## src/rtl/mux2_rr_sel_ctrl_if.sv

```systemverilog
// Source/consumer bundle for the 2:1 round-robin select controller.
// The master side is the controller; the slave side is its environment.
interface mux2_rr_sel_ctrl_if #(
    parameter int WIDTH = 8
);
    logic             req_a;
    logic [WIDTH-1:0] data_a;
    logic             ack_a;
    logic             req_b;
    logic [WIDTH-1:0] data_b;
    logic             ack_b;
    logic             S;
    logic             out_valid;
    logic [WIDTH-1:0] out_data;
    logic             out_ready;

    modport master (
        input  req_a, data_a, req_b, data_b, out_ready,
        output ack_a, ack_b, S, out_valid, out_data
    );

    modport slave (
        output req_a, data_a, req_b, data_b, out_ready,
        input  ack_a, ack_b, S, out_valid, out_data
    );
endinterface

```

## src/rtl/mux2_rr_sel_ctrl.sv

```systemverilog
// Round-robin arbiter for sources A/B feeding a one-entry output buffer with select line S.
// Define MUX2_FIXED_PRIO_EN to make A win every contention (no round-robin history).
module mux2_rr_sel_ctrl #(
    parameter int WIDTH = 8
) (
    input  logic                clk,
    input  logic                rst,
    mux2_rr_sel_ctrl_if.master  bus
);
    typedef enum logic [1:0] {
        EMPTY  = 2'd0,
        FULL_A = 2'd1,
        FULL_B = 2'd2
    } state_t;

    state_t           r_state;
    logic             r_out_valid;
    logic [WIDTH-1:0] r_out_data;
    logic             r_s;

    logic w_allow;
    logic w_grant_a;
    logic w_grant_b;

    // A buffered word is displaced either into an empty slot or in the same cycle it is popped.
    assign w_allow = !rst && ((r_state == EMPTY) || bus.out_ready);

`ifdef MUX2_FIXED_PRIO_EN
    assign w_grant_a = w_allow && bus.req_a;
    assign w_grant_b = w_allow && bus.req_b && !bus.req_a;
`else
    // r_last = 1 means B was granted most recently, so A wins the next tie.
    logic r_last;

    assign w_grant_a = w_allow && bus.req_a && (!bus.req_b || r_last);
    assign w_grant_b = w_allow && bus.req_b && (!bus.req_a || !r_last);

    always_ff @(posedge clk) begin
        if (rst) begin
            r_last <= 1'b1;
        end else if (w_grant_a) begin
            r_last <= 1'b0;
        end else if (w_grant_b) begin
            r_last <= 1'b1;
        end
    end
`endif

    always_ff @(posedge clk) begin
        if (rst) begin
            r_state     <= EMPTY;
            r_out_valid <= 1'b0;
            r_out_data  <= '0;
            r_s         <= 1'b0;
        end else if (w_grant_a) begin
            r_state     <= FULL_A;
            r_out_valid <= 1'b1;
            r_out_data  <= bus.data_a;
            r_s         <= 1'b0;
        end else if (w_grant_b) begin
            r_state     <= FULL_B;
            r_out_valid <= 1'b1;
            r_out_data  <= bus.data_b;
            r_s         <= 1'b1;
        end else if (w_allow) begin
            // Popped with nothing to replace it; S keeps pointing at the last source.
            r_state     <= EMPTY;
            r_out_valid <= 1'b0;
        end
    end

    assign bus.ack_a     = w_grant_a;
    assign bus.ack_b     = w_grant_b;
    assign bus.S         = r_s;
    assign bus.out_valid = r_out_valid;
    assign bus.out_data  = r_out_data;
endmodule

```

## src/flat_wrapper.sv

```systemverilog
// flat-port wrapper written by rule: the top's interface ports become plain ports
module mux2_rr_sel_ctrl_flat 
#(
    parameter int WIDTH = 8
)
  (clk, rst, bus_req_a, bus_data_a, bus_req_b, bus_data_b, bus_out_ready, bus_ack_a, bus_ack_b, bus_S, bus_out_valid, bus_out_data);
  mux2_rr_sel_ctrl_if #(.WIDTH(WIDTH)) bus_i ();
  input  logic clk;
  input  logic rst;
  input wire logic [$bits(bus_i.req_a)-1:0] bus_req_a;
  input wire logic [$bits(bus_i.data_a)-1:0] bus_data_a;
  input wire logic [$bits(bus_i.req_b)-1:0] bus_req_b;
  input wire logic [$bits(bus_i.data_b)-1:0] bus_data_b;
  input wire logic [$bits(bus_i.out_ready)-1:0] bus_out_ready;
  output wire logic [$bits(bus_i.ack_a)-1:0] bus_ack_a;
  output wire logic [$bits(bus_i.ack_b)-1:0] bus_ack_b;
  output wire logic [$bits(bus_i.S)-1:0] bus_S;
  output wire logic [$bits(bus_i.out_valid)-1:0] bus_out_valid;
  output wire logic [$bits(bus_i.out_data)-1:0] bus_out_data;
  assign bus_i.req_a = bus_req_a;
  assign bus_i.data_a = bus_data_a;
  assign bus_i.req_b = bus_req_b;
  assign bus_i.data_b = bus_data_b;
  assign bus_i.out_ready = bus_out_ready;
  assign bus_ack_a = bus_i.ack_a;
  assign bus_ack_b = bus_i.ack_b;
  assign bus_S = bus_i.S;
  assign bus_out_valid = bus_i.out_valid;
  assign bus_out_data = bus_i.out_data;
  mux2_rr_sel_ctrl #(.WIDTH(WIDTH)) u_core (.clk(clk), .rst(rst), .bus(bus_i));
endmodule
```

## config.mk

```make
export PLATFORM = sky130hd
export DESIGN_NAME = mux2_rr_sel_ctrl_flat
export DESIGN_NICKNAME = d
export VERILOG_FILES = /design/src/rtl/mux2_rr_sel_ctrl_if.sv /design/src/rtl/mux2_rr_sel_ctrl.sv /design/src/flat_wrapper.sv
export SDC_FILE = /design/constraint.sdc
export NUM_CORES = 1
export LEC_CHECK = 0
export CAP_MARGIN = 20
export CORE_MARGIN = 3
export CORE_UTILIZATION = 35
export CTS_CLUSTER_SIZE = 12
export DETAILED_ROUTE_END_ITERATION = 10
export PLACE_DENSITY = 0.7
export SLEW_MARGIN = 0
export SYNTH_ARGS = -nofsm -noshare
export SYNTH_HDL_FRONTEND = slang
export SYNTH_SLANG_ARGS = --single-unit
```

## constraint.sdc

```tcl
create_clock -name clk -period 1.2 [get_ports clk]
set_input_delay 0.24 -clock clk [delete_from_list [all_inputs] [get_ports clk]]
set_output_delay 0.24 -clock clk [all_outputs]
set_load 0.02 [all_outputs]
```

==> flow_summary.html, run 1 <==
<table>
<tr><th>Metric</th><th>Value</th></tr>
<tr><th colspan="2">Logic synthesis</th></tr>
<tr><td>Area leader, netlist</td><td>sky130_fd_sc_hd__dfxtp_1</td></tr>
<tr><td>Distinct cells, synth</td><td>23</td></tr>
<tr><td>Syn nets</td><td>82</td></tr>
<tr><td>#FFs+latches synth</td><td>13</td></tr>
<tr><td>Synthesis warning total</td><td>0</td></tr>
<tr><td>Area share of the largest cell type after synthesis</td><td>around 43%</td></tr>
<tr><td>Synthesized instance count</td><td>61</td></tr>
<tr><td>Ranking of synthesized cells by area</td><td>sky130_fd_sc_hd__dfxtp_1 (43%), sky130_fd_sc_hd__a221oi_1 (10%), sky130_fd_sc_hd__o32ai_1 (10%)</td></tr>
<tr><td>Netlist area before placement</td><td>roughly 600 sq um</td></tr>
<tr><td>Average footprint of a synthesized cell</td><td>a little under 10 sq um</td></tr>
<tr><td>Sequential element share of the synthesized area</td><td>between 40% and 50%</td></tr>
<tr><th colspan="2">Clock tree</th></tr>
<tr><td>Clk sinks</td><td>13</td></tr>
<tr><td>Clock latency at the later pin of the worst-skew pair</td><td>0.28 ns</td></tr>
<tr><td>TritonCTS clock tree</td><td>done</td></tr>
<tr><td>Root Buffer</td><td>sky130_fd_sc_hd__clkbuf_4</td></tr>
<tr><td>Maximum level of the CTS H-tree</td><td>1</td></tr>
<tr><td>Hold-fix buffer count after cts</td><td>0</td></tr>
<tr><td>Clock slew at reported path FFs</td><td>~0.080 ns</td></tr>
<tr><td>Number of buffers added by the clock tree synthesis step</td><td>3</td></tr>
<tr><td>Maximum clock insertion buffer count</td><td>2</td></tr>
<tr><th colspan="2">Drt</th></tr>
<tr><td>Detailed-router iteration count before antenna repair</td><td>2</td></tr>
<tr><td>Residual DRC</td><td>0</td></tr>
<tr><td>Number of nets with antenna violations after routing</td><td>0</td></tr>
<tr><td>Number of DRC markers after the initial detailed-route iteration</td><td>2</td></tr>
<tr><td>Number of vias after detailed routing</td><td>714</td></tr>
<tr><td>Detail-routed net length per standard cell</td><td>16.4 um</td></tr>
<tr><td>Overall routed net length</td><td>around 2100 um</td></tr>
<tr><td>Drt via density</td><td>between 5 and 6</td></tr>
<tr><th colspan="2">Floorplan</th></tr>
<tr><td>Effective utilization at floorplan</td><td>roughly two fifths</td></tr>
<tr><td>Core outline area</td><td>about 1600 sq um</td></tr>
<tr><td>Total die area</td><td>2250 sq um</td></tr>
<tr><td>Chip Height</td><td>47.4 um</td></tr>
<tr><td>Std-Cell Rows</td><td>14</td></tr>
<tr><td>Die X</td><td>around 47 um</td></tr>
<tr><td>IO Pins</td><td>33</td></tr>
<tr><th colspan="2">Outcome</th></tr>
<tr><td>Outcome</td><td>complete, but fails checks</td></tr>
<tr><td>Failing checks</td><td>setup timing</td></tr>
<tr><th colspan="2">Timing</th></tr>
<tr><td>Period utilization</td><td>125%</td></tr>
<tr><td>Unrepaired setup endpoints after global routing</td><td>yes</td></tr>
<tr><td>Slew Viols, Final</td><td>0</td></tr>
<tr><td>Slew headroom</td><td>roughly 80%</td></tr>
<tr><td>Smallest setup slack after layout</td><td>-0.295 ns</td></tr>
<tr><td>Count of endpoints failing hold in the final timing report</td><td>0</td></tr>
<tr><td>Final-report setup violation count</td><td>3</td></tr>
<tr><td>Worst-case clock skew</td><td>0.00116 ns</td></tr>
<tr><td>Min Tclk post-route</td><td>1.50 ns</td></tr>
<tr><td>Top achievable clock speed</td><td>about 670 MHz</td></tr>
<tr><td>Post-route worst hold slack</td><td>~0.35 ns</td></tr>
<tr><td>Slew at the pin closest to its max-slew limit</td><td>slightly below 0.3 ns</td></tr>
<tr><th colspan="2">Worst hold path</th></tr>
<tr><td>Worst hold-check path type</td><td>in2reg</td></tr>
<tr><td>Number of instances on the worst hold path</td><td>3</td></tr>
<tr><td>Terminating pin of the worst hold path</td><td>u_core.r_state[0]$_SDFFE_PP0P_</td></tr>
<tr><td>Hold path startpoint</td><td>bus_req_a</td></tr>
<tr><th colspan="2">Power</th></tr>
<tr><td>Total power per unit cell area</td><td>about 1000 nW/um^2</td></tr>
<tr><td>Cell leakage power</td><td>roughly 0.00049 uW</td></tr>
<tr><td>Final Power</td><td>about 1300 uW</td></tr>
<tr><td>Worst voltage drop across the vdd grid</td><td>about 0.76 mV</td></tr>
<tr><th colspan="2">Setup path</th></tr>
<tr><td>CP Cell Sequence</td><td>o21ba_4 -&gt; nor4_4 -&gt; buf_4</td></tr>
<tr><td>Critical path launch point type</td><td>flop</td></tr>
<tr><td>Startpoint of the worst-slack reg-to-reg timing path</td><td>u_core.r_state[1]$_SDFFE_PP0P_</td></tr>
<tr><td>Cell with the largest stage delay on the worst path</td><td>sky130_fd_sc_hd__dfxtp_2</td></tr>
<tr><td>Setup slack, reg-to-reg</td><td>-0.06 ns</td></tr>
<tr><td>Critical Path Max Stage Delay</td><td>~0.33 ns</td></tr>
<tr><td>Critical Path End Type</td><td>output pin</td></tr>
<tr><td>Arrival @ worst endpoint</td><td>between 1 and 1.5 ns</td></tr>
<tr><td>Worst reg-to-reg path cell count</td><td>5</td></tr>
<tr><td>Worst Path Required</td><td>0.96 ns</td></tr>
<tr><td>R2R Path End</td><td>u_core.r_last$_SDFFE_PP1P_</td></tr>
<tr><td>WS Path Type</td><td>reg2out</td></tr>
<tr><td>Critical Path Fanout Max</td><td>2</td></tr>
<tr><th colspan="2">Finish</th></tr>
<tr><td>Fraction of final layout cells with drive strength greater than 1</td><td>49.6%</td></tr>
<tr><td>Synth-to-Final Area Change</td><td>102%</td></tr>
<tr><td>Multi-input logic area</td><td>between 400 and 500 sq um</td></tr>
<tr><td>Number of antenna cells inserted</td><td>0</td></tr>
<tr><td>Total non-filler cell area in the finished layout</td><td>about 1200 sq um</td></tr>
<tr><td>Sequential cell area</td><td>264 sq um</td></tr>
<tr><td>Final Instance Count excl. Fillers</td><td>129</td></tr>
<tr><td>Number of nets in the layout</td><td>roughly 140</td></tr>
<tr><td>Fillers</td><td>99</td></tr>
<tr><th colspan="2">Global route</th></tr>
<tr><td>Largest net degree at the start of global routing</td><td>11</td></tr>
<tr><td>Overall Global Routing Usage</td><td>21.6%</td></tr>
<tr><td>Overflow after GRT</td><td>0</td></tr>
<tr><td>Wire length of the first global-routing pass</td><td>3380 um</td></tr>
<tr><td>Vias in the first global route</td><td>773</td></tr>
<tr><td>Initial antenna violation count</td><td>0</td></tr>
<tr><th colspan="2">Placement</th></tr>
<tr><td>Detailed placer's ending HPWL</td><td>between 1000 and 1500 um</td></tr>
<tr><td>Gpl congestion</td><td>between 0.7 and 0.8</td></tr>
<tr><td>Standard cell area after detailed placement</td><td>roughly 1000 sq um</td></tr>
<tr><td>Number of buffer cells added on primary ports</td><td>32</td></tr>
<tr><td>Post-Place Cells</td><td>roughly 120</td></tr>
<tr><th colspan="2">Job</th></tr>
<tr><td>Count of max-cap constraint violations</td><td>0</td></tr>
</table>
## layout by cell type, fill, tap and decap left out, types with 2 or more instances in the layout
| master | netlist | layout |
|---|---|---|
| sky130_fd_sc_hd__buf_6 | 0 | 7 |
| sky130_fd_sc_hd__dfxtp_2 | 0 | 3 |
| sky130_fd_sc_hd__clkbuf_4 | 0 | 3 |
| sky130_fd_sc_hd__a221oi_2 | 1 | 8 |
| sky130_fd_sc_hd__clkdlybuf4s50_1 | 0 | 16 |
| sky130_fd_sc_hd__dfxtp_1 | 13 | 10 |
| sky130_fd_sc_hd__dlygate4sd2_1 | 0 | 3 |
| sky130_fd_sc_hd__clkdlybuf4s15_1 | 0 | 4 |
| sky130_fd_sc_hd__o32ai_1 | 7 | 6 |
| sky130_fd_sc_hd__a21oi_1 | 3 | 2 |
| sky130_fd_sc_hd__buf_4 | 2 | 15 |
| sky130_fd_sc_hd__nand2b_1 | 3 | 3 |
| sky130_fd_sc_hd__clkbuf_2 | 0 | 6 |
| sky130_fd_sc_hd__inv_1 | 9 | 9 |
## power breakdown
group          switching [uW]  total, uW  leakage (uW)  internal, uW
clock network             153        282     0.0000150           129
logic                     225        473      0.000370           248
registers                24.3        501      0.000109           477
## cell usage after synthesis
cell type                  count
sky130_fd_sc_hd__nor3_2        1
sky130_fd_sc_hd__nand2_1       2
sky130_fd_sc_hd__o32ai_2       1
sky130_fd_sc_hd__o21ba_2       1
sky130_fd_sc_hd__a31o_2        1
sky130_fd_sc_hd__inv_1         9
sky130_fd_sc_hd__nand3b_1      1
sky130_fd_sc_hd__a21oi_1       3
sky130_fd_sc_hd__nand2b_1      3
sky130_fd_sc_hd__clkinv_1      1
sky130_fd_sc_hd__a221oi_1      7
sky130_fd_sc_hd__nor2b_2       1
sky130_fd_sc_hd__a221o_1       1
sky130_fd_sc_hd__o21bai_1      1
sky130_fd_sc_hd__nor4_1        1
sky130_fd_sc_hd__clkbuf_1      1
sky130_fd_sc_hd__buf_4         2
sky130_fd_sc_hd__buf_2         1
sky130_fd_sc_hd__o32ai_1       7
sky130_fd_sc_hd__a221oi_2      1
sky130_fd_sc_hd__a21bo_2       1
sky130_fd_sc_hd__dfxtp_1      13
sky130_fd_sc_hd__o21ai_1       1
## critical path: cells and delay by family, from the launching register on
| kind | cells | cell delay, ns |
|---|---|---|
| flip-flops | 1 | 0.33 |
| AO/OA/AOI/OAI | 1 | 0.23 |
| AND/OR/NAND/NOR | 1 | 0.23 |
| buffers and inverters | 1 | 0.19 |
## worst max path at each step
stage,from,slack (ns),to
after floorplan,u_core.r_last$_SDFFE_PP1P_,-0.04,bus_ack_b
after global placement,bus_req_a,-0.90,bus_ack_a
after detailed placement,bus_req_a,-0.94,bus_ack_a
after CTS,u_core.r_state[0]$_SDFFE_PP0P_,-0.36,bus_ack_a
after global routing,u_core.r_state[1]$_SDFFE_PP0P_,-0.35,bus_ack_a
final,u_core.r_state[1]$_SDFFE_PP0P_,-0.30,bus_ack_a
## cell type report
type	instances	share of cell area (%)
inverter	10	3.20
sequential	13	21.8
multi-input combinational	34	33.3
timing repair buffer	52	37.9
clock buffer	4	2.17
tap	16	1.65
## layer usage
layer	wire, um	GRT usage (%)	vias to the layer above
met5	0	0	-
met4	42	8.84	0
met3	105	5.64	4
met2	1140	38.0	19
met1	826	24.7	352
li1	-	-	339
## cell families (layout without fill, tap and decap cells)
logic type | after synthesis | count (layout) | share of synthesized area (%)
AOI/OAI and AO/OA | 25 | 25 | 36.7
buffers and inverters | 14 | 66 | 10.2
DFF | 13 | 13 | 43.3
and+or+nand+nor | 9 | 9 | 9.79
## through the flow
step / util (%) / TNS (ns) / worst slack [ns]
after detailed placement: 65.5 / -6.73 / -0.943
after floorplan: - / -0.0869 / -0.0387
after CTS: 76.2 / -0.709 / -0.356
final: 77.7 / -0.640 / -0.295
after global routing: 77.7 / -1.24 / -0.354
after global placement: 65.5 / -6.62 / -0.902
## sequential cells by signal, summed over array words and instances (netlist names)
register / count
u_core.bus.S: 1
u_core.bus.out_data: 8
u_core.bus.out_valid: 1
u_core.r_last: 1
u_core.r_state: 2
## what timing repair did
| item | 4_1_cts | 5_1_grt |
|---|---|---|
| cloned | 1 | 1 |
| buffers inserted | 4 | 1 |
| gates resized for setup | 60 | 16 |
| setup endpoints to repair | 24 | 18 |
| pin swaps | 8 | 9 |
(Power assumes the default switching activity.)
==> inputs of run 2 (changes only) <==
--- a/config.mk
+++ b/config.mk
@@ -10,6 +10,7 @@
 export CORE_UTILIZATION = 35
 export CTS_CLUSTER_SIZE = 12
 export DETAILED_ROUTE_END_ITERATION = 10
+export GPL_ROUTABILITY_DRIVEN = 0
 export PLACE_DENSITY = 0.7
 export SLEW_MARGIN = 0
 export SYNTH_ARGS = -nofsm -noshare
==> results of run 2 <==
Final layout, timing and power as in run 1 (identical DEF).
==> inputs of run 3 (changes only) <==
--- a/config.mk
+++ b/config.mk
@@ -12,7 +12,6 @@
 export DETAILED_ROUTE_END_ITERATION = 10
 export GPL_ROUTABILITY_DRIVEN = 0
 export PLACE_DENSITY = 0.7
-export SLEW_MARGIN = 0
 export SYNTH_ARGS = -nofsm -noshare
 export SYNTH_HDL_FRONTEND = slang
 export SYNTH_SLANG_ARGS = --single-unit
==> results of run 3 <==
Final layout, timing and power as in run 1 (identical DEF).
